`config.mk`:
```
export PLATFORM = sky130hd
export DESIGN_NAME = alu_arbiter_flat
export DESIGN_NICKNAME = d
export VERILOG_FILES = /design/src/rtl/alu_arbiter_if.sv /design/src/rtl/alu_arbiter.sv /design/src/flat_wrapper.sv
export SDC_FILE = /design/constraint.sdc
export NUM_CORES = 1
export LEC_CHECK = 0
export ABC_CLOCK_PERIOD_IN_PS = 2710
export CAP_MARGIN = 20
export CORE_AREA = 2 2 111 113
export DETAILED_ROUTE_END_ITERATION = 7
export DIE_AREA = 0 0 113 115
export PLACE_DENSITY = 0.81
export SLEW_MARGIN = 5
export SYNTH_ARGS = -nofsm -noshare
export SYNTH_HDL_FRONTEND = slang
export SYNTH_SLANG_ARGS = --single-unit
```
`constraint.sdc`:
```
create_clock -name clk -period 2.71 [get_ports clk]
set_input_delay 0.542 -clock clk [delete_from_list [all_inputs] [get_ports clk]]
set_output_delay 0.542 -clock clk [all_outputs]
set_load 0.01 [all_outputs]
```
`src/rtl/alu_arbiter_if.sv`:
```
// Bundle of requester, response and shared-ALU signals for alu_arbiter.
// The arbiter is the slave side; requesters and the ALU form the master side.
interface alu_arbiter_if #(
   parameter int DW  = 32,
   parameter int OPW = 5
);
   logic           req0_valid;
   logic           req1_valid;
   logic           req0_ready;
   logic           req1_ready;
   logic [DW-1:0]  req0_a;
   logic [DW-1:0]  req0_b;
   logic [DW-1:0]  req1_a;
   logic [DW-1:0]  req1_b;
   logic [OPW-1:0] req0_op;
   logic [OPW-1:0] req1_op;
   logic           rsp0_valid;
   logic           rsp1_valid;
   logic           rsp0_ready;
   logic           rsp1_ready;
   logic [DW-1:0]  rsp_c;
   logic           rsp_zero;
   logic [DW-1:0]  alu_a;
   logic [DW-1:0]  alu_b;
   logic [OPW-1:0] alu_op;
   logic [DW-1:0]  alu_c;
   logic           alu_zero;

   modport slave (
      input  req0_valid, req1_valid, req0_a, req0_b, req1_a, req1_b,
      input  req0_op, req1_op, rsp0_ready, rsp1_ready, alu_c, alu_zero,
      output req0_ready, req1_ready, rsp0_valid, rsp1_valid, rsp_c, rsp_zero,
      output alu_a, alu_b, alu_op
   );

   modport master (
      output req0_valid, req1_valid, req0_a, req0_b, req1_a, req1_b,
      output req0_op, req1_op, rsp0_ready, rsp1_ready, alu_c, alu_zero,
      input  req0_ready, req1_ready, rsp0_valid, rsp1_valid, rsp_c, rsp_zero,
      input  alu_a, alu_b, alu_op
   );
endinterface

```
`src/rtl/alu_arbiter.sv`:
```
// Two-requester round-robin arbiter in front of one shared combinational ALU.
// One operation in flight: grant (IDLE) -> ALU settle (EXEC) -> hold result (RESP).
module alu_arbiter #(
   parameter int DW  = 32,
   parameter int OPW = 5
) (
   input logic          clk,
   input logic          rst,
   alu_arbiter_if.slave bus
);
   typedef enum logic [1:0] {
      IDLE = 2'd0,
      EXEC = 2'd1,
      RESP = 2'd2
   } state_e;

   state_e         state_q, state_d;
   logic           prio_q, prio_d;
   logic           owner_q, owner_d;
   logic [DW-1:0]  alu_a_q, alu_a_d;
   logic [DW-1:0]  alu_b_q, alu_b_d;
   logic [OPW-1:0] alu_op_q, alu_op_d;
   logic [DW-1:0]  rsp_c_q, rsp_c_d;
   logic           rsp_zero_q, rsp_zero_d;
   logic           rsp0_valid_q, rsp0_valid_d;
   logic           rsp1_valid_q, rsp1_valid_d;
   logic           gnt_any;
   logic           gnt_id;
   logic           gnt0;
   logic           gnt1;
   logic           rsp_done;

   // Winner selection: prio only breaks ties, a lone requester always wins.
   always_comb begin
      gnt_any = bus.req0_valid | bus.req1_valid;
      if (bus.req0_valid && bus.req1_valid) begin
         gnt_id = prio_q;
      end else if (bus.req1_valid) begin
         gnt_id = 1'b1;
      end else begin
         gnt_id = 1'b0;
      end
   end

   // Only the owner's rsp_ready can complete a response.
   always_comb begin
      if (owner_q) begin
         rsp_done = bus.rsp1_ready;
      end else begin
         rsp_done = bus.rsp0_ready;
      end
   end

   // Next-state and capture logic for the three-phase operation.
   always_comb begin
      state_d      = state_q;
      prio_d       = prio_q;
      owner_d      = owner_q;
      alu_a_d      = alu_a_q;
      alu_b_d      = alu_b_q;
      alu_op_d     = alu_op_q;
      rsp_c_d      = rsp_c_q;
      rsp_zero_d   = rsp_zero_q;
      rsp0_valid_d = rsp0_valid_q;
      rsp1_valid_d = rsp1_valid_q;
      gnt0         = 1'b0;
      gnt1         = 1'b0;
      case (state_q)
         IDLE: begin
            if (gnt_any && !rst) begin
               gnt0    = ~gnt_id;
               gnt1    = gnt_id;
               owner_d = gnt_id;
               prio_d  = ~gnt_id;
               state_d = EXEC;
               if (gnt_id) begin
                  alu_a_d  = bus.req1_a;
                  alu_b_d  = bus.req1_b;
                  alu_op_d = bus.req1_op;
               end else begin
                  alu_a_d  = bus.req0_a;
                  alu_b_d  = bus.req0_b;
                  alu_op_d = bus.req0_op;
               end
            end else begin
               state_d = IDLE;
            end
         end
         EXEC: begin
            rsp_c_d      = bus.alu_c;
            rsp_zero_d   = bus.alu_zero;
            rsp0_valid_d = ~owner_q;
            rsp1_valid_d = owner_q;
            state_d      = RESP;
         end
         RESP: begin
            // No grant here even on completion; the next IDLE cycle may grant.
            if (rsp_done) begin
               rsp0_valid_d = 1'b0;
               rsp1_valid_d = 1'b0;
               state_d      = IDLE;
            end else begin
               state_d = RESP;
            end
         end
         default: begin
            rsp0_valid_d = 1'b0;
            rsp1_valid_d = 1'b0;
            state_d      = IDLE;
         end
      endcase
   end

   // State and output registers; reset discards any in-flight operation.
   always_ff @(posedge clk) begin
      if (rst) begin
         state_q      <= IDLE;
         prio_q       <= 1'b0;
         owner_q      <= 1'b0;
         alu_a_q      <= {DW{1'b0}};
         alu_b_q      <= {DW{1'b0}};
         alu_op_q     <= {OPW{1'b0}};
         rsp_c_q      <= {DW{1'b0}};
         rsp_zero_q   <= 1'b0;
         rsp0_valid_q <= 1'b0;
         rsp1_valid_q <= 1'b0;
      end else begin
         state_q      <= state_d;
         prio_q       <= prio_d;
         owner_q      <= owner_d;
         alu_a_q      <= alu_a_d;
         alu_b_q      <= alu_b_d;
         alu_op_q     <= alu_op_d;
         rsp_c_q      <= rsp_c_d;
         rsp_zero_q   <= rsp_zero_d;
         rsp0_valid_q <= rsp0_valid_d;
         rsp1_valid_q <= rsp1_valid_d;
      end
   end

   assign bus.req0_ready = gnt0;
   assign bus.req1_ready = gnt1;
   assign bus.rsp0_valid = rsp0_valid_q;
   assign bus.rsp1_valid = rsp1_valid_q;
   assign bus.rsp_c      = rsp_c_q;
   assign bus.rsp_zero   = rsp_zero_q;
   assign bus.alu_a      = alu_a_q;
   assign bus.alu_b      = alu_b_q;
   assign bus.alu_op     = alu_op_q;
endmodule

```
`src/flat_wrapper.sv`:
```
// flat-port wrapper written by rule: the top's interface ports become plain ports
module alu_arbiter_flat 
#(
   parameter int DW  = 32,
   parameter int OPW = 5
)
  (clk, rst, bus_req0_valid, bus_req1_valid, bus_req0_a, bus_req0_b, bus_req1_a, bus_req1_b, bus_req0_op, bus_req1_op, bus_rsp0_ready, bus_rsp1_ready, bus_alu_c, bus_alu_zero, bus_req0_ready, bus_req1_ready, bus_rsp0_valid, bus_rsp1_valid, bus_rsp_c, bus_rsp_zero, bus_alu_a, bus_alu_b, bus_alu_op);
  alu_arbiter_if #(.DW(DW), .OPW(OPW)) bus_i ();
  input logic clk;
  input logic rst;
  input wire logic [$bits(bus_i.req0_valid)-1:0] bus_req0_valid;
  input wire logic [$bits(bus_i.req1_valid)-1:0] bus_req1_valid;
  input wire logic [$bits(bus_i.req0_a)-1:0] bus_req0_a;
  input wire logic [$bits(bus_i.req0_b)-1:0] bus_req0_b;
  input wire logic [$bits(bus_i.req1_a)-1:0] bus_req1_a;
  input wire logic [$bits(bus_i.req1_b)-1:0] bus_req1_b;
  input wire logic [$bits(bus_i.req0_op)-1:0] bus_req0_op;
  input wire logic [$bits(bus_i.req1_op)-1:0] bus_req1_op;
  input wire logic [$bits(bus_i.rsp0_ready)-1:0] bus_rsp0_ready;
  input wire logic [$bits(bus_i.rsp1_ready)-1:0] bus_rsp1_ready;
  input wire logic [$bits(bus_i.alu_c)-1:0] bus_alu_c;
  input wire logic [$bits(bus_i.alu_zero)-1:0] bus_alu_zero;
  output wire logic [$bits(bus_i.req0_ready)-1:0] bus_req0_ready;
  output wire logic [$bits(bus_i.req1_ready)-1:0] bus_req1_ready;
  output wire logic [$bits(bus_i.rsp0_valid)-1:0] bus_rsp0_valid;
  output wire logic [$bits(bus_i.rsp1_valid)-1:0] bus_rsp1_valid;
  output wire logic [$bits(bus_i.rsp_c)-1:0] bus_rsp_c;
  output wire logic [$bits(bus_i.rsp_zero)-1:0] bus_rsp_zero;
  output wire logic [$bits(bus_i.alu_a)-1:0] bus_alu_a;
  output wire logic [$bits(bus_i.alu_b)-1:0] bus_alu_b;
  output wire logic [$bits(bus_i.alu_op)-1:0] bus_alu_op;
  assign bus_i.req0_valid = bus_req0_valid;
  assign bus_i.req1_valid = bus_req1_valid;
  assign bus_i.req0_a = bus_req0_a;
  assign bus_i.req0_b = bus_req0_b;
  assign bus_i.req1_a = bus_req1_a;
  assign bus_i.req1_b = bus_req1_b;
  assign bus_i.req0_op = bus_req0_op;
  assign bus_i.req1_op = bus_req1_op;
  assign bus_i.rsp0_ready = bus_rsp0_ready;
  assign bus_i.rsp1_ready = bus_rsp1_ready;
  assign bus_i.alu_c = bus_alu_c;
  assign bus_i.alu_zero = bus_alu_zero;
  assign bus_req0_ready = bus_i.req0_ready;
  assign bus_req1_ready = bus_i.req1_ready;
  assign bus_rsp0_valid = bus_i.rsp0_valid;
  assign bus_rsp1_valid = bus_i.rsp1_valid;
  assign bus_rsp_c = bus_i.rsp_c;
  assign bus_rsp_zero = bus_i.rsp_zero;
  assign bus_alu_a = bus_i.alu_a;
  assign bus_alu_b = bus_i.alu_b;
  assign bus_alu_op = bus_i.alu_op;
  alu_arbiter #(.DW(DW), .OPW(OPW)) u_core (.clk(clk), .rst(rst), .bus(bus_i));
endmodule
```
==> impl_metrics.py, run 1 <==
metrics = {
    "critical_path": {
        "cp_slowest_cell": "sky130_fd_sc_hd__clkdlybuf4s50_1",
        "crit_path_cell_trace": "clkdlybuf4s50_1, a21boi_4, and2_1, clkdlybuf4s50_1",
        "critPathArrivalTime_ps": 2000,
        "worst-setup-path-type": "input pin to output port",
        "cp_slowest_stage_delay_ps": 570,
        "worstSetupStartpointType": "input pin",
        "critical_path.max_fanout": 4,
        "cp_common_cell": "sky130_fd_sc_hd__clkdlybuf4s50_1",
        "crit_path_end_kind": "output port",
        "path_delay_family": "buffers and inverters",
        "worst_ep_required_time_ps": 2170,
        "worst_path_buffer_plus_inverter_count": 2,
    },
    "place": {
        "buffer_ports.inserted": 282,
        "dpl_worst_slack_ps": 170,
        "hpwl_detailed_um": 11000,
        "globalplace.congestion": 0.812,
    },
    "sta": {
        "rsz_0062_raised_after_global_routing": "false",
        "timing_max_transition_violations_final": 0,
        "maxClockFrequency_mhz": 393,
        "final.setup.tns_ps": 0,
        "final.period_utilization": 0.939,
        "timing.final.hold_violations": 0,
        "postLayoutSetupSlackWorst_ps": 166,
        "setup_viol_count_final": 0,
        "period_needed_ps": 2540,
        "slew_headroom": 0.569,
        "timing_worst_slew_pin_value_ps": 647,
        "final.setup_skew_ps": 9.94,
    },
    "cts": {
        "ctsResizeCount": 0,
        "tritoncts": "built",
        "cell_at_the_root_of_the_clock_tree": "sky130_fd_sc_hd__clkbuf_16",
        "insertion_delay_ps": 340,
        "htreeDepth": 3,
        "worst_setup_hold_path_clk_slew_ps": 70,
        "cts.repair_timing.setup_buffer_count": 0,
        "post_cts_hold_buffer_count": 0,
        "cts.sinks": 108,
        "cts_buffer_depth": 2,
        "tritoncts.num_buffers": 9,
    },
    "logic_synthesis": {
        "proportion_of_synthesized_chip_area_in_sequential_cells": 0.511,
        "avgSynthCellArea_um2": 9.30,
        "async_reset_ff_frac": 0,
        "netlist-cell-type-count": 30,
        "cell_area_after_synthesis_um2": 4230,
        "dominantRegCellSynth": "sky130_fd_sc_hd__dfxtp_1",
        "synth_top_cells_by_area": "sky130_fd_sc_hd__dfxtp_1 (51%), sky130_fd_sc_hd__a221o_1 (12%), sky130_fd_sc_hd__and3_1 (7.7%)",
        "synth_register_bits": 108,
        "netlist.top_cell.by_area": "sky130_fd_sc_hd__dfxtp_1",
        "synth-warning-count": 0,
        "syn-num-nets": 632,
        "post_synth_inst_count": 455,
        "synth_enable_flop_cells": 0,
        "synth_top_cell_area_share": 0.511,
    },
    "power_and_ir_drop": {
        "cellPowerDensity_nw_per_um2": 558,
        "p_leak_nw": 2.85,
        "total_power_consumption_of_the_routed_design_w": 0.00413,
        "peak_supply_drop_mv": 0.391,
    },
    "floorplan": {
        "die_height_um": 115,
        "coreArea_um2": 11800,
        "floorplan.die.width_um": 113,
        "die-area_um2": 13000,
        "ios": 283,
        "core.rowCount": 40,
        "start_util": 0.358,
    },
    "detailed_routing": {
        "viasPerCell": 5.37,
        "route.antenna.remaining_nets": 0,
        "detail_route.first_pass.iterations": 7,
        "detailroute.via_count": 4632,
        "initialDrtViolationCount": 444,
        "drc_violations_left": 18,
        "totalWireLength_um": 15300,
        "wl_per_cell_um": 17.7,
    },
    "global_route": {
        "grt_max_degree": 70,
        "grt_use_total": 0.221,
        "vias_in_the_first_global_route": 4539,
        "grt_antenna_before_repair": 0,
        "gr-total-overflow": 0,
        "global_route_wire_length_before_repair_um": 23200,
    },
    "finish": {
        "fraction_of_final_layout_cells_sized_beyond_drive_strength_1": 0.0447,
        "area.sequential_um2": 2160,
        "final_nets": 888,
        "num-fill-cells": 969,
        "n_antenna_cell": 0,
        "total_area_of_multi_input_combinational_cells_um2": 1840,
        "area_delta_synth_final_pct": 74.6,
    },
    "run_status": {
        "violations": "DRC",
        "status": "finished with violations",
    },
    "flow_run": {
        "drv.max_cap_violation_count": 0,
    },
    "worst_hold_path": {
        "hold_path.class": "flip-flop to flip-flop",
    },
}
-- logic make-up (layout without fill, tap and decap cells) --
kind of cell / Yosys count / after routing / synth area share
simple gates: 168 / 168 / 0.205
compound gates: 127 / 127 / 0.221
flops: 108 / 108 / 0.511
buf+inv: 51 / 312 / 0.0609
mux: 1 / 1 / 0.00236
-- worst min-delay path: stages, from the launching register on --
cell and delay, ps:
sky130_fd_sc_hd__dfxtp_1 310, sky130_fd_sc_hd__nand2_1 50, sky130_fd_sc_hd__a21oi_1 50
-- report_power, final --
group          switching [W]  leakage (nW)  internal (W)
Clock               0.000586         0.140      0.000722
Combinational       0.000410          1.82      0.000593
Sequential         0.0000855         0.887       0.00173
Total                0.00108          2.85       0.00304
-- cell usage after synthesis (2+ instances only) --
master / count
sky130_fd_sc_hd__inv_1: 2
sky130_fd_sc_hd__o32ai_1: 2
sky130_fd_sc_hd__o21ai_0: 8
sky130_fd_sc_hd__a31oi_1: 17
sky130_fd_sc_hd__dfxtp_1: 108
sky130_fd_sc_hd__buf_2: 11
sky130_fd_sc_hd__nand4_1: 17
sky130_fd_sc_hd__buf_6: 6
sky130_fd_sc_hd__nand2b_1: 4
sky130_fd_sc_hd__buf_4: 2
sky130_fd_sc_hd__a221o_1: 52
sky130_fd_sc_hd__nor3_1: 3
sky130_fd_sc_hd__o21ai_1: 9
sky130_fd_sc_hd__nand2_1: 66
sky130_fd_sc_hd__nor2_1: 2
sky130_fd_sc_hd__and3_1: 52
sky130_fd_sc_hd__clkbuf_1: 29
sky130_fd_sc_hd__a21oi_1: 36
sky130_fd_sc_hd__nand3_1: 17
sky130_fd_sc_hd__or2_1: 2
-- final timing paths --
path                               startpoint                                to  slack (ps)  depth (start not counted)
max reg2reg      u_core.state_q[1]$_SDFF_PP0_  u_core.bus.alu_a[9]$_SDFFE_PP0P_         890                          4
min          u_core.bus.rsp_c[2]$_SDFFE_PP0N_  u_core.bus.rsp_c[2]$_SDFFE_PP0N_         460                          2
max                            bus_req0_valid                    bus_req0_ready         170                          4
min reg2reg  u_core.bus.rsp_c[2]$_SDFFE_PP0N_  u_core.bus.rsp_c[2]$_SDFFE_PP0N_         460                          2
-- placed cells by master, fill, tap and decap left out, types with 2 or more instances in the layout --
master	synthesis	final
sky130_fd_sc_hd__a21oi_1	36	36
sky130_fd_sc_hd__a221o_1	52	52
sky130_fd_sc_hd__a31oi_1	17	17
sky130_fd_sc_hd__and3_1	52	52
sky130_fd_sc_hd__buf_4	2	12
sky130_fd_sc_hd__clkbuf_1	29	2
sky130_fd_sc_hd__clkbuf_16	0	9
sky130_fd_sc_hd__clkdlybuf4s50_1	0	281
sky130_fd_sc_hd__dfxtp_1	108	108
sky130_fd_sc_hd__inv_1	2	2
sky130_fd_sc_hd__nand2_1	66	66
sky130_fd_sc_hd__nand2b_1	4	4
sky130_fd_sc_hd__nand3_1	17	17
sky130_fd_sc_hd__nand4_1	17	17
sky130_fd_sc_hd__nor2_1	2	2
sky130_fd_sc_hd__nor3_1	3	3
sky130_fd_sc_hd__o21ai_0	8	8
sky130_fd_sc_hd__o21ai_1	9	9
sky130_fd_sc_hd__o32ai_1	2	2
sky130_fd_sc_hd__or2_1	2	2
-- sequential cells by signal, summed over array words and instances (netlist names) --
signal / cells
u_core.bus.alu_a: 32
u_core.state_q: 2
u_core.bus.rsp0_valid: 1
u_core.bus.alu_op: 5
u_core.owner_q: 1
u_core.bus.rsp1_valid: 1
u_core.bus.rsp_zero: 1
u_core.bus.alu_b: 32
u_core.bus.rsp_c: 32
u_core.prio_q: 1
-- layout make-up --
type	instances	share of cell area
multi-input combinational	296	0.249
tap	147	0.0249
sequential	108	0.293
clock buffer	11	0.0315
clock inverter	5	0.00813
inverter	2	0.00102
timing repair buffer	294	0.393
-- through the flow --
| step | area (um^2) | instances | hold slack, ps | utilization |
|---|---|---|---|---|
| final | 7390 | 863 | 456 | 0.626 |
| after global routing | 7390 | 863 | 476 | 0.626 |
| after CTS | 7390 | 863 | 458 | 0.626 |
| after detailed placement | 7100 | 847 | 448 | 0.601 |
| after global placement | 7100 | 847 | 441 | 0.601 |
| after floorplan | 4230 | 455 | 481 | - |
-- metal layers --
layer / up-vias / global-route usage / share of wire
met5: - / 0 / 0
met4: 0 / 0.0951 / 0.031
met3: 31 / 0.0411 / 0.074
met2: 201 / 0.392 / 0.50
met1: 2195 / 0.264 / 0.40
li1: 2205 / - / -
Power figures use the tool's default switching activity.
==> run 2, diff against run 1 <==
Settings changed: ABC_CLOCK_PERIOD_IN_PS 2710 to 3290.
Clock period 2.71 ns to 3.29 ns, I/O delays scaled along.
==> impl_metrics.py, run 2 (synthesis results as in run 1) <==
metrics = {
    "floorplan": {
        "coreArea_um2": 11800,
        "start_util": 0.358,
        "ios": 283,
        "core.rowCount": 40,
        "die_height_um": 115,
        "floorplan.die.width_um": 113,
        "die-area_um2": 13000,
    },
    "cts": {
        "worst_setup_hold_path_clk_slew_ps": 70,
        "cts.repair_timing.setup_buffer_count": 0,
        "cts_buffer_depth": 2,
        "htreeDepth": 3,
        "tritoncts.num_buffers": 9,
        "insertion_delay_ps": 350,
        "cts.sinks": 108,
        "tritoncts": "built",
        "post_cts_hold_buffer_count": 0,
        "cell_at_the_root_of_the_clock_tree": "sky130_fd_sc_hd__clkbuf_16",
        "ctsResizeCount": 0,
    },
    "detailed_routing": {
        "totalWireLength_um": 15000,
        "viasPerCell": 5.35,
        "detailroute.via_count": 4611,
        "route.antenna.remaining_nets": 0,
        "initialDrtViolationCount": 489,
        "wl_per_cell_um": 17.4,
        "drc_violations_left": 18,
        "detail_route.first_pass.iterations": 6,
    },
    "critical_path": {
        "worstSetupStartpointType": "input pin",
        "crit_path_end_kind": "output port",
        "worst_ep_required_time_ps": 2630,
        "worst-setup-path-type": "input pin to output port",
        "critical_path.max_fanout": 5,
        "critPathArrivalTime_ps": 2110,
    },
    "global_route": {
        "grt_use_total": 0.222,
        "global_route_wire_length_before_repair_um": 23100,
        "grt_antenna_before_repair": 0,
        "gr-total-overflow": 0,
        "vias_in_the_first_global_route": 4440,
        "grt_max_degree": 70,
    },
    "sta": {
        "timing.final.hold_violations": 0,
        "timing_max_transition_violations_final": 0,
        "final.period_utilization": 0.842,
        "final.setup_skew_ps": 7.46,
        "timing_worst_slew_pin_value_ps": 641,
        "period_needed_ps": 2770,
        "rsz_0062_raised_after_global_routing": "false",
        "slew_headroom": 0.573,
        "final.setup.tns_ps": 0,
        "maxClockFrequency_mhz": 361,
        "setup_viol_count_final": 0,
    },
    "power_and_ir_drop": {
        "power.sequential.fraction": 0.438,
        "p_leak_nw": 2.85,
        "power_switching_share": 0.261,
        "portion_of_total_power_attributed_to_the_clock_network": 0.320,
        "peak_supply_drop_mv": 0.243,
        "share_comb_of_total_power": 0.242,
        "cellPowerDensity_nw_per_um2": 461,
        "p_int_w": 0.00252,
        "total_net_switching_power_w": 0.000891,
    },
    "finish": {
        "layout.cells.most_common": "sky130_fd_sc_hd__clkdlybuf4s50_1",
        "fraction_of_final_layout_cells_sized_beyond_drive_strength_1": 0.0448,
        "area_delta_synth_final_pct": 74.9,
        "most_frequent_cells_in_the_layout": "sky130_fd_sc_hd__clkdlybuf4s50_1 (281), sky130_fd_sc_hd__dfxtp_1 (108), sky130_fd_sc_hd__nand2_1 (66)",
        "final_nets": 888,
        "final_cell_count_no_fill": 862,
        "finish.utilization": 0.627,
        "n_antenna_cell": 0,
    },
    "flow_run": {
        "drv.max_cap_violation_count": 0,
    },
    "run_status": {
        "violations": "DRC",
        "status": "finished with violations",
    },
    "worst_hold_path": {
        "hold_path.class": "flip-flop to flip-flop",
    },
    "place": {
        "buffer_ports.inserted": 282,
        "hpwl_detailed_um": 10800,
        "place_inst": 847,
        "globalplace.congestion": 0.802,
    },
}
run 2: path summary, 6_finish.rpt:
| kind | start | endpoint | slack, ps | cells after the start |
|---|---|---|---|---|
| hold / removal | u_core.bus.rsp_c[19]$_SDFFE_PP0N_ | u_core.bus.rsp_c[19]$_SDFFE_PP0N_ | 460 | 2 |
| setup / recovery | bus_req1_valid | bus_req0_ready | 520 | 4 |
| hold reg to reg | u_core.bus.rsp_c[19]$_SDFFE_PP0N_ | u_core.bus.rsp_c[19]$_SDFFE_PP0N_ | 460 | 2 |
| setup reg to reg | u_core.state_q[1]$_SDFF_PP0_ | u_core.bus.alu_a[26]$_SDFFE_PP0P_ | 1570 | 4 |
run 2: worst max-delay path: stages:
cell and delay (ps):
sky130_fd_sc_hd__clkdlybuf4s50_1 530, sky130_fd_sc_hd__a21boi_4 200, sky130_fd_sc_hd__and2_1 150, sky130_fd_sc_hd__clkdlybuf4s50_1 570
run 2: through the flow:
stage               instance area (um^2)  power (W)  hold slack (ps)  setup slack (ps)
floorplan                           4230    0.00184              481              1090
global placement                    7110    0.00233              441               540
detailed placement                  7110    0.00235              446               525
CTS                                 7400    0.00344              456               517
global route                        7400    0.00356              478               477
finish                              7400    0.00341              456               520
run 2: per-layer routing:
layer	share of wire	routed length, um	track usage	vias up
met1	0.39	5900	0.271	2150
met3	0.076	1140	0.0480	38
met5	0	0	0	-
met2	0.49	7390	0.373	219
li1	-	-	-	2204
met4	0.036	534	0.111	0
run 2: cell type report:
class / instances / area [um^2]
fill: 983 / 4410
timing repair buffer: 294 / 2920
sequential: 108 / 2160
multi-input combinational: 296 / 1840
clock buffer: 11 / 243
tap: 147 / 184
clock inverter: 4 / 50.0
inverter: 2 / 7.51
run 2: power groups by stage:
| stage | Combinational, W | Clock (W) | Sequential (W) |
|---|---|---|---|
| 4_1_cts | 0.000831 | 0.00112 | 0.00150 |
| 5_1_grt | 0.000882 | 0.00117 | 0.00151 |
| 3_3_place_gp | 0.000811 | 0 | 0.00152 |
| 2_1_floorplan | 0.000275 | 0 | 0.00157 |
| 3_5_place_dp | 0.000828 | 0 | 0.00152 |
| 6_report | 0.000827 | 0.00109 | 0.00150 |
==> run 3, diff against run 2 <==
Settings changed: ABC_CLOCK_PERIOD_IN_PS 3290 to 2800, CORE_AREA 2 2 111 113 to unset, CORE_MARGIN set to 2, CORE_UTILIZATION set to 36, DIE_AREA 0 0 113 115 to unset.
Clock period 3.29 ns to 2.8 ns, I/O delays scaled along.
==> impl_metrics.py, run 3 (synthesis results as in run 1) <==
metrics = {
    "detailed_routing": {
        "detail_route.first_pass.iterations": 7,
        "totalWireLength_um": 15200,
        "route.antenna.remaining_nets": 0,
        "initialDrtViolationCount": 384,
        "wl_per_cell_um": 17.7,
        "drc_violations_left": 0,
        "detailroute.via_count": 4656,
        "viasPerCell": 5.43,
    },
    "sta": {
        "timing_max_transition_violations_final": 0,
        "setup_viol_count_final": 0,
        "final.period_utilization": 0.911,
        "final.setup.tns_ps": 0,
        "rsz_0062_raised_after_global_routing": "false",
        "maxClockFrequency_mhz": 392,
        "timing.final.hold_violations": 0,
        "period_needed_ps": 2550,
        "timing_worst_slew_pin_value_ps": 631,
        "final.setup_skew_ps": 9.53,
        "slew_headroom": 0.579,
    },
    "critical_path": {
        "timing.rr.start": "u_core.state_q[1]$_SDFF_PP0_",
        "worst-setup-path-type": "input pin to output port",
        "r2r_slack_ps": 1040,
        "crit_path_end_kind": "output port",
        "worst_ep_required_time_ps": 2240,
        "worstSetupStartpointType": "input pin",
        "critPathArrivalTime_ps": 1990,
        "crit_path_start": "bus_req0_valid",
        "critical_path.max_fanout": 4,
    },
    "finish": {
        "area.sequential_um2": 2160,
        "n_antenna_cell": 0,
        "num-fill-cells": 926,
        "final_nets": 887,
        "layout.cells.most_common": "sky130_fd_sc_hd__clkdlybuf4s50_1",
        "most_frequent_cells_in_the_layout": "sky130_fd_sc_hd__clkdlybuf4s50_1 (281), sky130_fd_sc_hd__dfxtp_1 (108), sky130_fd_sc_hd__nand2_1 (66)",
        "area_delta_synth_final_pct": 75.2,
        "fraction_of_final_layout_cells_sized_beyond_drive_strength_1": 0.0434,
        "total_area_of_multi_input_combinational_cells_um2": 1840,
        "stdcell_area_um2": 7410,
    },
    "cts": {
        "worst_setup_hold_path_clk_slew_ps": 70,
        "tritoncts": "built",
        "htreeDepth": 3,
        "insertion_delay_ps": 350,
        "tritoncts.num_buffers": 9,
        "cts.repair_timing.setup_buffer_count": 0,
        "ctsResizeCount": 0,
        "post_cts_hold_buffer_count": 0,
        "cts_buffer_depth": 2,
        "cell_at_the_root_of_the_clock_tree": "sky130_fd_sc_hd__clkbuf_16",
        "cts.sinks": 108,
    },
    "power_and_ir_drop": {
        "peak_supply_drop_mv": 0.574,
        "cellPowerDensity_nw_per_um2": 554,
        "p_leak_nw": 2.86,
    },
    "floorplan": {
        "die-area_um2": 12600,
        "floorplan.die.width_um": 112,
        "start_util": 0.369,
        "core.rowCount": 39,
        "die_height_um": 112,
        "coreArea_um2": 11500,
        "ios": 283,
    },
    "place": {
        "detailed_place.area_um2": 7090,
        "buffer_ports.inserted": 282,
        "globalplace.congestion": 0.831,
        "hpwl_detailed_um": 10900,
    },
    "global_route": {
        "grt_max_degree": 70,
        "vias_in_the_first_global_route": 4667,
        "grt_use_total": 0.235,
        "grt_antenna_before_repair": 0,
        "global_route_wire_length_before_repair_um": 23900,
        "gr-total-overflow": 0,
    },
    "run_status": {
        "status": "completed",
    },
    "flow_run": {
        "drv.max_cap_violation_count": 0,
    },
    "worst_hold_path": {
        "holdCritStartpoint": "u_core.bus.rsp_c[14]$_SDFFE_PP0N_",
        "hold_path.class": "flip-flop to flip-flop",
    },
}
## run 3: area by class of cell
class                           instances  share of cell area
Timing Repair Buffer                  293               0.391
Sequential cell                       108               0.292
Multi-Input combinational cell        296               0.248
Clock buffer                           13              0.0351
Tap cell                              143              0.0241
Clock inverter                          3             0.00928
Inverter                                2             0.00101
## run 3: worst max-delay path: stages
cell and delay (ps):
sky130_fd_sc_hd__clkdlybuf4s50_1 520, sky130_fd_sc_hd__a21boi_4 200, sky130_fd_sc_hd__and2_1 170, sky130_fd_sc_hd__clkdlybuf4s50_1 550
## run 3: per-layer routing
metal	track usage	routed length (um)	vias up
met4	0.111	590	0
met3	0.0610	1070	45
met5	0	0	-
li1	-	-	2211
met2	0.397	7460	215
met1	0.280	6060	2185
## run 3: final timing paths
kind,depth (start not counted),endpoint
worst max register to register,4,u_core.bus.alu_a[9]$_SDFFE_PP0P_
worst min register to register,2,u_core.bus.rsp_c[14]$_SDFFE_PP0N_
worst max-delay path,4,bus_req0_ready
worst min-delay path,2,u_core.bus.rsp_c[14]$_SDFFE_PP0N_
## run 3: through the flow
stage          instances  power [W]  utilization  setup slack (ps)  hold slack [ps]
3_5_place_dp         842    0.00276        0.618               231              447
5_1_grt              858    0.00429        0.647               172              479
2_1_floorplan        455    0.00216            -               799              481
6_report             858    0.00411        0.647               248              455
3_3_place_gp         842    0.00273        0.618               275              441
4_1_cts              858    0.00415        0.647               255              456
## run 3: report_power, final
group / internal (W) / leakage [nW] / switching (W) / total, W
Clock: 0.000835 / 0.160 / 0.000544 / 0.00138
Combinational: 0.000572 / 1.82 / 0.000399 / 0.000971
Sequential: 0.00168 / 0.887 / 0.0000830 / 0.00176
